$ cat src/rtl/nand_adder_pkg.sv
// Shared types and helpers for the bit-serial NAND adder.
package nand_adder_pkg;

  typedef enum logic [1:0] {
    IDLE = 2'd0,
    ADD  = 2'd1,
    DONE = 2'd2
  } adder_state_t;

  function automatic int cnt_w(input int width);
    return $clog2(width);
  endfunction

endpackage

$ cat src/rtl/nand_full_adder.sv
// One-bit full adder built from nine 2-input NAND gates (two XOR groups in series).
module nand_full_adder (
  input  logic a,
  input  logic b,
  input  logic ci,
  output logic s,
  output logic co
);

  logic n1, n2, n3, x1;
  logic m1, m2, m3;

  assign n1 = ~(a & b);
  assign n2 = ~(a & n1);
  assign n3 = ~(b & n1);
  assign x1 = ~(n2 & n3);

  assign m1 = ~(x1 & ci);
  assign m2 = ~(x1 & m1);
  assign m3 = ~(ci & m1);
  assign s  = ~(m2 & m3);

  // n1 is ~(a&b), m1 is ~((a^b)&ci); their NAND is the majority carry.
  assign co = ~(n1 & m1);

endmodule

$ cat src/rtl/nand_serial_adder.sv
// Bit-serial add/subtract unit: one NAND full adder, LSB first, start/busy/done handshake.
module nand_serial_adder
  import nand_adder_pkg::*;
#(
  parameter int WIDTH = 8
) (
  input  logic             clk,
  input  logic             rst_n,
  input  logic             start,
  input  logic             sub,
  input  logic [WIDTH-1:0] a,
  input  logic [WIDTH-1:0] b,
  input  logic             cin,
  output logic [WIDTH-1:0] sum,
  output logic             cout,
  output logic             ovf,
  output logic             busy,
  output logic             done
);

  localparam int CW = cnt_w(WIDTH);
  localparam logic [CW-1:0] LAST   = CW'(WIDTH - 1);
  localparam logic [CW-1:0] PENULT = CW'(WIDTH - 2);

  adder_state_t     state_reg;
  logic [WIDTH-1:0] a_reg;
  logic [WIDTH-1:0] b_reg;
  logic [WIDTH-1:0] res_reg;
  logic             carry_reg;
  logic             cmsb_reg;
  logic [CW-1:0]    cnt_reg;
  logic [WIDTH-1:0] sum_reg;
  logic             cout_reg;
  logic             ovf_reg;
  logic             busy_reg;
  logic             done_reg;

  logic [WIDTH-1:0] b_load;
  logic             c_load;
  logic             fa_s;
  logic             fa_co;

  assign b_load = sub ? ~b : b;
  assign c_load = sub ? 1'b1 : cin;

  nand_full_adder u_fa (
    .a  (a_reg[0]),
    .b  (b_reg[0]),
    .ci (carry_reg),
    .s  (fa_s),
    .co (fa_co)
  );

  always_ff @(posedge clk or negedge rst_n) begin
    if (!rst_n) begin
      state_reg <= IDLE;
      a_reg     <= '0;
      b_reg     <= '0;
      res_reg   <= '0;
      carry_reg <= 1'b0;
      cmsb_reg  <= 1'b0;
      cnt_reg   <= '0;
      sum_reg   <= '0;
      cout_reg  <= 1'b0;
      ovf_reg   <= 1'b0;
      busy_reg  <= 1'b0;
      done_reg  <= 1'b0;
    end else begin
      done_reg <= 1'b0;
      case (state_reg)
        IDLE, DONE: begin
          if (start) begin
            a_reg     <= a;
            b_reg     <= b_load;
            carry_reg <= c_load;
            cnt_reg   <= '0;
            busy_reg  <= 1'b1;
            state_reg <= ADD;
          end else begin
            state_reg <= IDLE;
          end
        end
        ADD: begin
          a_reg     <= a_reg >> 1;
          b_reg     <= b_reg >> 1;
          res_reg   <= {fa_s, res_reg[WIDTH-1:1]};
          carry_reg <= fa_co;
          if (cnt_reg == PENULT) cmsb_reg <= fa_co;
          if (cnt_reg == LAST) begin
            sum_reg   <= {fa_s, res_reg[WIDTH-1:1]};
            cout_reg  <= fa_co;
            ovf_reg   <= cmsb_reg ^ fa_co;
            busy_reg  <= 1'b0;
            done_reg  <= 1'b1;
            state_reg <= DONE;
          end else begin
            cnt_reg <= cnt_reg + 1'b1;
          end
        end
        default: state_reg <= IDLE;
      endcase
    end
  end

  assign sum  = sum_reg;
  assign cout = cout_reg;
  assign ovf  = ovf_reg;
  assign busy = busy_reg;
  assign done = done_reg;

endmodule

$ cat config.mk
export PLATFORM = sky130hd
export DESIGN_NAME = nand_serial_adder
export DESIGN_NICKNAME = d
export VERILOG_FILES = /design/src/rtl/nand_adder_pkg.sv /design/src/rtl/nand_full_adder.sv /design/src/rtl/nand_serial_adder.sv
export SDC_FILE = /design/constraint.sdc
export NUM_CORES = 1
export LEC_CHECK = 0
export CORE_MARGIN = 1.5
export CORE_UTILIZATION = 53
export CTS_BUF_LIST = sky130_fd_sc_hd__clkbuf_8
export DETAILED_ROUTE_END_ITERATION = 10
export PLACE_DENSITY = 0.91
export SLEW_MARGIN = 20
export SYNTH_ARGS = -nofsm -noshare
export SYNTH_HDL_FRONTEND = slang
export SYNTH_SLANG_ARGS = --single-unit
$ cat constraint.sdc
create_clock -name clk -period 2 [get_ports clk]
set_clock_uncertainty 0.1 [all_clocks]
set_input_delay 0.4 -clock clk [delete_from_list [all_inputs] [get_ports clk]]
set_output_delay 0.4 -clock clk [all_outputs]
set_load 0.02 [all_outputs]
==> flow_metrics.env, run 1 <==
export IMPL_status="complete, no violations"
export IMPL_cp_end_kind="register"
export IMPL_slew_viol_final=0
export IMPL_clock_sinks=42
export IMPL_cp_slowest_cell="dfrtp_1"
export IMPL_rsz0062_at_grt="false"
export IMPL_clk_pin_slew_ns=0.07
export IMPL_yosys_area_top_type_share_pct=58.7
export IMPL_startpoint="cnt_reg[0]"
export IMPL_ys_warnings_count=0
export IMPL_cp_num_cells=4
export IMPL_drt_initial_drc_count=49
export IMPL_reg2reg_slack_ns=0.18
export IMPL_cts_buffers=5
export IMPL_r2r_start="cnt_reg[0]"
export IMPL_yosys_register_bits=42
export IMPL_fmax_mhz=549
export IMPL_cp_start_kind="register"
export IMPL_num_io_pins=33
export IMPL_cp_arrival_ns=1.91
export IMPL_period_needed_ns=1.82
export IMPL_syn_area_per_cell_um2=13.2
export IMPL_wire_per_inst_um=13.8
export IMPL_gp_congestion=0.751
export IMPL_nFillCells=229
export IMPL_synthCells=136
export IMPL_crit_family="adder cells"
export IMPL_drive_gt1_share_pct=18.1
export IMPL_synth_area_leader_cell="dfrtp_1"
export IMPL_utilization_pct=71.9
export IMPL_ys_types=23
export IMPL_cap_violations=0
export IMPL_dp_cells=207
export IMPL_setup_violations_final=0
export IMPL_die_area_mm2=0.00374
export IMPL_slowest_delay_ns=0.41
export IMPL_drc=0
export IMPL_cts_tree="done"
export IMPL_portBuffers=32
export IMPL_dr_pass1_iters=4
export IMPL_finalSetupTns_ns=0
export IMPL_htreeDepth=2
export IMPL_total_leakage_power_nw=1.05
export IMPL_crit_buf_inv=0
export IMPL_post_cts_setup_buffers=0
export IMPL_ir_drop_mv=0.676
export IMPL_path_common_cell="ha_1"
export IMPL_insertion_delay_ns=0.29
export IMPL_nNetsFinal=195
export IMPL_postCtsHoldBufs=0
export IMPL_grt_antenna_before_repair=0
export IMPL_cp_max_fo=12
export IMPL_yosysSeqAreaShare_pct=58.7
export IMPL_cts_buffer_depth=2
export IMPL_hold_viol=0
export IMPL_dpl_hpwl_um=2150
export IMPL_antenna_cells=0
export IMPL_cts_root_buf="clkbuf_8"
export IMPL_ant_nets=0
export IMPL_die_x_um=61.1
export IMPL_hp_class="input port to asynchronous set/reset pin"
export IMPL_final_cells=215
export IMPL_critPathKind="register to register"
export IMPL_rows=20
export IMPL_post_cts_resized=0
export IMPL_hold_slack_ns=0.0546
export IMPL_synth_cell_area_mm2=0.00179
export IMPL_start_util_pct=57.3
export IMPL_synth_fp_nets=161
export IMPL_grt_overflow_total=0
export IMPL_grt_pass1_wl_um=5180
export IMPL_finalWirelength_um=2960
export IMPL_grt_pass1_vias=1184
export IMPL_reg2regPathDepth=4
export IMPL_worst_pin_slew_ns=0.547
export IMPL_grt_max_degree=43
export IMPL_r2r_end="sum[6]"
export IMPL_slew_headroom_pct=63.5
export IMPL_worstSetupEndpoint="sum[6]"
export IMPL_die_y_um=61.1
export IMPL_syn_to_final_growth_pct=25.6
export IMPL_synth_area_leaders="dfrtp_1, mux2_2, a221o_1"
export IMPL_crit_chain="ha_1, ha_1, nand3b_1, mux2_2"
export IMPL_required_ns=2.08
export IMPL_powerDensity_mw_per_mm2=1560
export IMPL_core_region_area_mm2=0.00313
export IMPL_via_count=1155
export IMPL_vias_per_cell=5.37
export IMPL_grt_usage_pct=19.4
export IMPL_finalCritPeriodShare_pct=91.1
## worst register-to-register path: cells and delay by family, from the launching register on
family | cells | cell delay (ns)
adder cells (fa/ha/maj) | 2 | 0.41
multiplexers | 1 | 0.40
flip-flops | 1 | 0.41
AND/OR/NAND/NOR | 1 | 0.41
## power breakdown
group / total (mW) / switching (mW) / internal [mW]
Sequential: 1.48 / 0.237 / 1.25
Combinational: 1.40 / 0.635 / 0.770
Clock: 0.630 / 0.267 / 0.363
## worst min-delay path by stage
| stage | startpoint | to | slack (ns) |
|---|---|---|---|
| after global placement | a_reg[3] | a_reg[3] | 0.36 |
| after floorplan | rst_n | a_reg[0] | 0.004 |
| after CTS | rst_n | res_reg[1] | 0.07 |
| after global routing | rst_n | res_reg[1] | 0.09 |
| final | rst_n | res_reg[1] | 0.05 |
| after detailed placement | a_reg[3] | a_reg[3] | 0.38 |
## per-layer routing
layer	GRT usage (%)	share of wire (%)	vias to the layer above	wire (um)
met5	0	0	-	0
met3	6.93	5.5	8	164
li1	-	-	545	-
met1	22.6	43	563	1270
met4	9.63	1.9	0	57
met2	31.8	50	39	1480
## synth_stat cells
cell	number
dfrtp_1	42
mux2_2	17
nor2_1	11
a22o_1	9
a221o_1	8
xnor2_1	8
a21o_1	7
buf_2	5
inv_1	4
nand3_1	4
o21ai_0	4
ha_1	3
clkbuf_1	2
nand2_1	2
nor2b_1	2
buf_4	1
buf_6	1
fa_1	1
nand2b_1	1
nand3b_1	1
nor2_4	1
or3b_2	1
xor2_1	1
## metrics by stage
stage | instance area, um^2 | worst slack, ns | power (mW)
2_1_floorplan | 1790 | 0.297 | 2.47
3_3_place_gp | 2140 | 0.166 | 2.82
3_5_place_dp | 2140 | 0.116 | 2.92
4_1_cts | 2250 | 0.160 | 3.56
5_1_grt | 2250 | 0.0579 | 3.78
6_report | 2250 | 0.177 | 3.52
## final cells by class
| type | instances | area, um^2 | share of cell area, % |
|---|---|---|---|
| timing repair buffer | 36 | 345 | 15.4 |
| clock buffer | 5 | 68.8 | 3.06 |
| multi-input combinational | 81 | 677 | 30.1 |
| sequential | 42 | 1050 | 46.7 |
| tap | 44 | 55.1 | 2.45 |
| inverter | 4 | 15.0 | 0.667 |
| clock inverter | 3 | 37.5 | 1.67 |
## kinds of logic (layout without fill, tap and decap cells)
logic type,after synthesis,after routing,share of synthesized area [%]
AOI/OAI and AO/OA,28,28,12.9
xor gates and xnor gates,9,9,4.40
adders and majority gates,4,4,3.21
buffers and inverters,13,48,3.70
DFF,42,42,58.7
muxes,17,17,10.7
and+or+nand+nor,23,23,6.43
## layout by cell type, fill, tap and decap left out, types with 2 or more instances in the layout
| cell | instances |
|---|---|
| clkdlybuf4s50_1 | 31 |
| inv_1 | 6 |
| a221o_1 | 8 |
| buf_4 | 4 |
| mux2_2 | 17 |
| nand2_1 | 2 |
| nor2_1 | 11 |
| xnor2_1 | 8 |
| clkbuf_8 | 5 |
| a21o_1 | 7 |
| a22o_1 | 9 |
| o21ai_0 | 4 |
| ha_1 | 3 |
| dfrtp_1 | 42 |
| nand3_1 | 4 |
(Power assumes the default switching activity.)
==> run 2, diff against run 1 <==
Settings changed: CTS_CLUSTER_SIZE from default to 24, PLACE_DENSITY 0.91 to 0.88.
==> run 2 against run 1 <==
Non-clock buffer count is the same. Critical path depth grew 1. Power grew 0.45%. First-iteration DRC count shrank 45%. Sequential share of layout area shrank 0.26 points. Clock power is essentially flat. Final area grew 0.56%. Cell count is the same. Register-to-register slack is essentially flat. Routed wire length grew 5.1%. Hold slack gained 0.0015 ns.
==> flow_metrics.env, run 2 (same netlist as run 1, synthesis figures left out) <==
export IMPL_required_ns=2.07
export IMPL_slew_headroom_pct=66.3
export IMPL_num_io_pins=33
export IMPL_hp_class="input port to asynchronous set/reset pin"
export IMPL_ir_drop_mv=0.711
export IMPL_grt_usage_pct=20.6
export IMPL_critPathKind="register to register"
export IMPL_finalCritPeriodShare_pct=90.4
export IMPL_wire_per_inst_um=14.5
export IMPL_cts_buffers=5
export IMPL_die_x_um=61.1
export IMPL_cp_end_kind="register"
export IMPL_worst_pin_slew_ns=0.505
export IMPL_r2r_start="cnt_reg[0]"
export IMPL_syn_to_final_growth_pct=26.3
export IMPL_cp_slowest_cell="or3b_2"
export IMPL_rsz0062_at_grt="false"
export IMPL_post_cts_resized=0
export IMPL_grt_pass1_vias=1197
export IMPL_hold_viol=0
export IMPL_worstSetupEndpoint="cnt_reg[0]"
export IMPL_final_common_cell="dfrtp_1"
export IMPL_finalSetupTns_ns=0
export IMPL_dr_pass1_iters=4
export IMPL_multiInputGateArea_um2=677
export IMPL_grt_antenna_before_repair=0
export IMPL_dpl_hpwl_um=2280
export IMPL_antenna_cells=0
export IMPL_utilization_pct=72.3
export IMPL_htreeDepth=2
export IMPL_gp_congestion=0.737
export IMPL_clk_pin_slew_ns=0.07
export IMPL_cp_num_cells=5
export IMPL_powerDensity_mw_per_mm2=1560
export IMPL_drt_initial_drc_count=27
export IMPL_postCtsHoldBufs=0
export IMPL_crit_buf_inv=0
export IMPL_crit_chain="ha_1, ha_1, or3b_2, nand3_1, o21ai_0"
export IMPL_finalWirelength_um=3120
export IMPL_grt_overflow_total=0
export IMPL_die_area_mm2=0.00374
export IMPL_status="complete, no violations"
export IMPL_die_y_um=61.1
export IMPL_total_leakage_power_nw=1.06
export IMPL_cts_buffer_depth=2
export IMPL_drive_gt1_share_pct=18.1
export IMPL_cp_arrival_ns=1.88
export IMPL_grt_pass1_wl_um=5410
export IMPL_cts_tree="done"
export IMPL_regArea_mm2=0.00105
export IMPL_drc=0
export IMPL_reg2regPathDepth=5
export IMPL_cap_violations=0
export IMPL_reg2reg_slack_ns=0.19
export IMPL_grt_max_degree=43
export IMPL_cp_max_fo=7
export IMPL_start_util_pct=57.3
export IMPL_vias_per_cell=5.47
export IMPL_slowest_delay_ns=0.52
export IMPL_cts_root_buf="clkbuf_8"
export IMPL_cp_start_kind="register"
export IMPL_fmax_mhz=553
export IMPL_power_mw=3.53
export IMPL_startpoint="cnt_reg[0]"
export IMPL_period_needed_ns=1.81
export IMPL_via_count=1176
export IMPL_r2r_end="cnt_reg[0]"
export IMPL_setup_violations_final=0
export IMPL_rows=20
export IMPL_path_common_cell="ha_1"
export IMPL_portBuffers=32
export IMPL_clock_sinks=42
export IMPL_nNetsFinal=195
export IMPL_core_region_area_mm2=0.00313
export IMPL_nFillCells=229
export IMPL_crit_family="simple AND/OR/NAND/NOR gates"
export IMPL_insertion_delay_ns=0.29
export IMPL_slew_viol_final=0
export IMPL_ant_nets=0
export IMPL_final_cell_mix="dfrtp_1, clkdlybuf4s50_1, mux2_2"
export IMPL_post_cts_setup_buffers=0
[run 2: cell counts in the layout (fill, tap and decap cells not counted)]
Identical to the previous run, type by type.
[run 2: final cells by class]
class	count	area share, %
clock inverters	3	1.66
repair buffers	36	15.8
clock buffers	5	3.04
inverters	4	0.664
flip-flops and latches	42	46.5
multi-input cells	81	29.9
well taps	44	2.43
[run 2: power breakdown]
part           switching [mW]  internal, mW  leakage [nW]
Clock                   0.265         0.363        0.0607
Sequential              0.240          1.25         0.519
Combinational           0.641         0.780         0.476
[run 2: metrics by stage]
step	cell area, um^2	setup WS [ns]	instances	hold slack, ns
final	2260	0.191	215	0.0561
after global routing	2260	0.0939	215	0.0975
after CTS	2260	0.202	215	0.0785
after detailed placement	2160	0.125	207	0.366
after global placement	2160	0.159	207	0.358
after floorplan	1790	0.297	136	0.00441
[run 2: per-layer routing]
| metal | track usage [%] | part of all wire [%] |
|---|---|---|
| met1 | 22.4 | 40 |
| met3 | 8.19 | 5.0 |
| met5 | 0 | 0 |
| met2 | 36.3 | 54 |
| met4 | 7.45 | 1.7 |
[run 2: worst register-to-register path: stages, from the launching register on]
cell	delay, ns
dfrtp_1	0.42
ha_1	0.23
ha_1	0.20
or3b_2	0.52
nand3_1	0.12
o21ai_0	0.10
[run 2: how the worst min path moves through the flow]
| stage | start | end | cells past startpoint |
|---|---|---|---|
| detailed placement | a_reg[4] | a_reg[4] | 1 |
| global placement | a_reg[3] | a_reg[3] | 1 |
| finish | rst_n | res_reg[1] | 2 |
| CTS | rst_n | res_reg[1] | 2 |
| global route | rst_n | cout | 2 |
| floorplan | rst_n | a_reg[0] | 0 |
==> run 3, diff against run 2 <==
--- a/constraint.sdc
+++ b/constraint.sdc
@@ -4,2 +4,2 @@
 set_output_delay 0.4 -clock clk [all_outputs]
-set_load 0.02 [all_outputs]
+set_load 0.05 [all_outputs]
==> run 3 against run 2 <==
First-iteration DRC count grew 33%. Utilization shrank 0.36 points. Critical path depth shrank 4. Global-route usage shrank 1.2 points. Final area shrank 0.50%. Sequential share of layout area grew 0.23 points. Die area is the same. Sequential cell count is the same. Highest routed layer unchanged.
==> flow_metrics.env, run 3 (same netlist as run 1, synthesis figures left out) <==
export IMPL_status="complete, no violations"
export IMPL_rows=20
export IMPL_via_count=1165
export IMPL_rsz0062_at_grt="false"
export IMPL_pwr_share_clk_pct=15.0
export IMPL_core_region_area_mm2=0.00313
export IMPL_pwr_share_seq_pct=40.2
export IMPL_die_x_um=61.1
export IMPL_drive_gt1_share_pct=20.5
export IMPL_syn_to_final_growth_pct=25.6
export IMPL_swShare_pct=38.2
export IMPL_die_y_um=61.1
export IMPL_slew_headroom_pct=66.4
export IMPL_antenna_cells=0
export IMPL_worst_pin_slew_ns=0.503
export IMPL_total_leakage_power_nw=1.07
export IMPL_crit_buf_inv=1
export IMPL_cp_start_kind="register"
export IMPL_grt_pass1_wl_um=5110
export IMPL_pre_cts_slack_ns=0.0956
export IMPL_cp_arrival_ns=1.44
export IMPL_dr_wl_met2_um=1690
export IMPL_grt_antenna_before_repair=0
export IMPL_reg2regPathDepth=5
export IMPL_fin_ws_ns=0.0554
export IMPL_postCtsHoldBufs=0
export IMPL_hold_viol=0
export IMPL_cts_buffers=5
export IMPL_start_util_pct=57.3
export IMPL_period_needed_ns=1.94
export IMPL_gp_congestion=0.754
export IMPL_cp_max_fo=2
export IMPL_final_cell_mix="dfrtp_1, clkdlybuf4s50_1, mux2_2"
export IMPL_slew_viol_final=0
export IMPL_drc=0
export IMPL_grt_pass1_vias=1152
export IMPL_reg2reg_slack_ns=0.22
export IMPL_required_ns=1.50
export IMPL_wire_per_inst_um=14.5
export IMPL_drt_initial_drc_count=36
export IMPL_ant_nets=0
export IMPL_insertion_delay_ns=0.29
export IMPL_internal_power_mw=2.29
export IMPL_portBuffers=32
export IMPL_dr_wl_met3_um=154
export IMPL_cp_end_kind="output pin"
export IMPL_fmax_mhz=514
export IMPL_r2r_start="cnt_reg[0]"
export IMPL_grt_max_degree=43
export IMPL_finalWirelength_um=3120
export IMPL_powerDensity_mw_per_mm2=1650
export IMPL_finalSetupTns_ns=0
export IMPL_die_area_mm2=0.00374
export IMPL_num_io_pins=33
export IMPL_grt_overflow_total=0
export IMPL_final_common_cell="dfrtp_1"
export IMPL_cts_root_buf="clkbuf_8"
export IMPL_clk_pin_slew_ns=0.07
export IMPL_cap_violations=0
export IMPL_p_sw_mw=1.41
export IMPL_cp_slowest_cell="clkdlybuf4s50_1"
export IMPL_critPathKind="register to output pin"
export IMPL_dpl_hpwl_um=2290
export IMPL_crit_family="buffers and inverters"
export IMPL_grt_usage_pct=19.4
export IMPL_finalCritPeriodShare_pct=97.2
export IMPL_slowest_delay_ns=0.80
export IMPL_cts_tree="done"
export IMPL_highest_layer="met4"
export IMPL_htreeDepth=2
export IMPL_setup_violations_final=0
export IMPL_p_comb_share_pct=44.8
export IMPL_nNetsFinal=195
export IMPL_crit_chain="clkdlybuf4s50_1"
export IMPL_hp_class="input port to asynchronous set/reset pin"
export IMPL_clock_sinks=42
export IMPL_ir_drop_mv=0.673
export IMPL_cts_buffer_depth=2
export IMPL_dr_pass1_iters=4
export IMPL_vias_per_cell=5.42
export IMPL_wl_met1_um=1220
export IMPL_r2r_end="sum[1]"
run 3: changes by cell type in the layout (fill, tap and decap cells not counted):
cell / change
clkbuf_8: +1
clkdlybuf4s50_1: -4
clkinv_2: +1
buf_4: +2
clkinvlp_4: +1
bufinv_16: -1
dlymetal6s2s_1: +2
inv_1: -2
run 3: timing repair:
| item | 4_1_cts | 5_1_grt |
|---|---|---|
| buffers inserted | 0 | 0 |
| gates resized for setup | 0 | 2 |
| endpoints found under the setup margin | 0 | 2 |
run 3: power groups by stage:
stage	clock network (mW)	logic (mW)	registers (mW)
global placement	0	1.60	1.47
global route	0.598	1.81	1.54
floorplan	0	0.903	1.81
detailed placement	0	1.68	1.50
finish	0.556	1.66	1.49
CTS	0.562	1.68	1.49
run 3: through the flow:
stage	instance area [um^2]	hold slack (ns)	total power, mW	std cells	util, %
floorplan	1790	0.00441	2.71	136	-
global placement	2150	0.358	3.07	207	68.8
detailed placement	2150	0.370	3.18	207	68.8
CTS	2250	0.0818	3.73	215	71.8
global route	2250	0.102	3.95	215	72.0
finish	2250	0.0682	3.71	215	72.0
run 3: worst max path at each step:
| stage | start | end | cells after the start |
|---|---|---|---|
| final | busy | busy | 1 |
| after CTS | sum[1] | sum[1] | 1 |
| after floorplan | cnt_reg[0] | cnt_reg[0] | 6 |
| after detailed placement | sub | b_reg[4] | 4 |
| after global placement | start | b_reg[2] | 4 |
| after global routing | sum[0] | sum[0] | 1 |
run 3: per-layer routing:
metal	vias to the layer above	global-route usage (%)
li1	546	-
met1	574	21.6
met2	38	35.0
met3	7	4.41
met4	0	9.01
met5	-	0
run 3: cell type report:
type	count	area (um^2)
fillers	219	877
clock inverters	2	12.5
clock buffers	6	82.6
flip-flops and latches	42	1050
repair buffers	36	358
multi-input cells	81	677
well taps	44	55.1
inverters	4	15.0
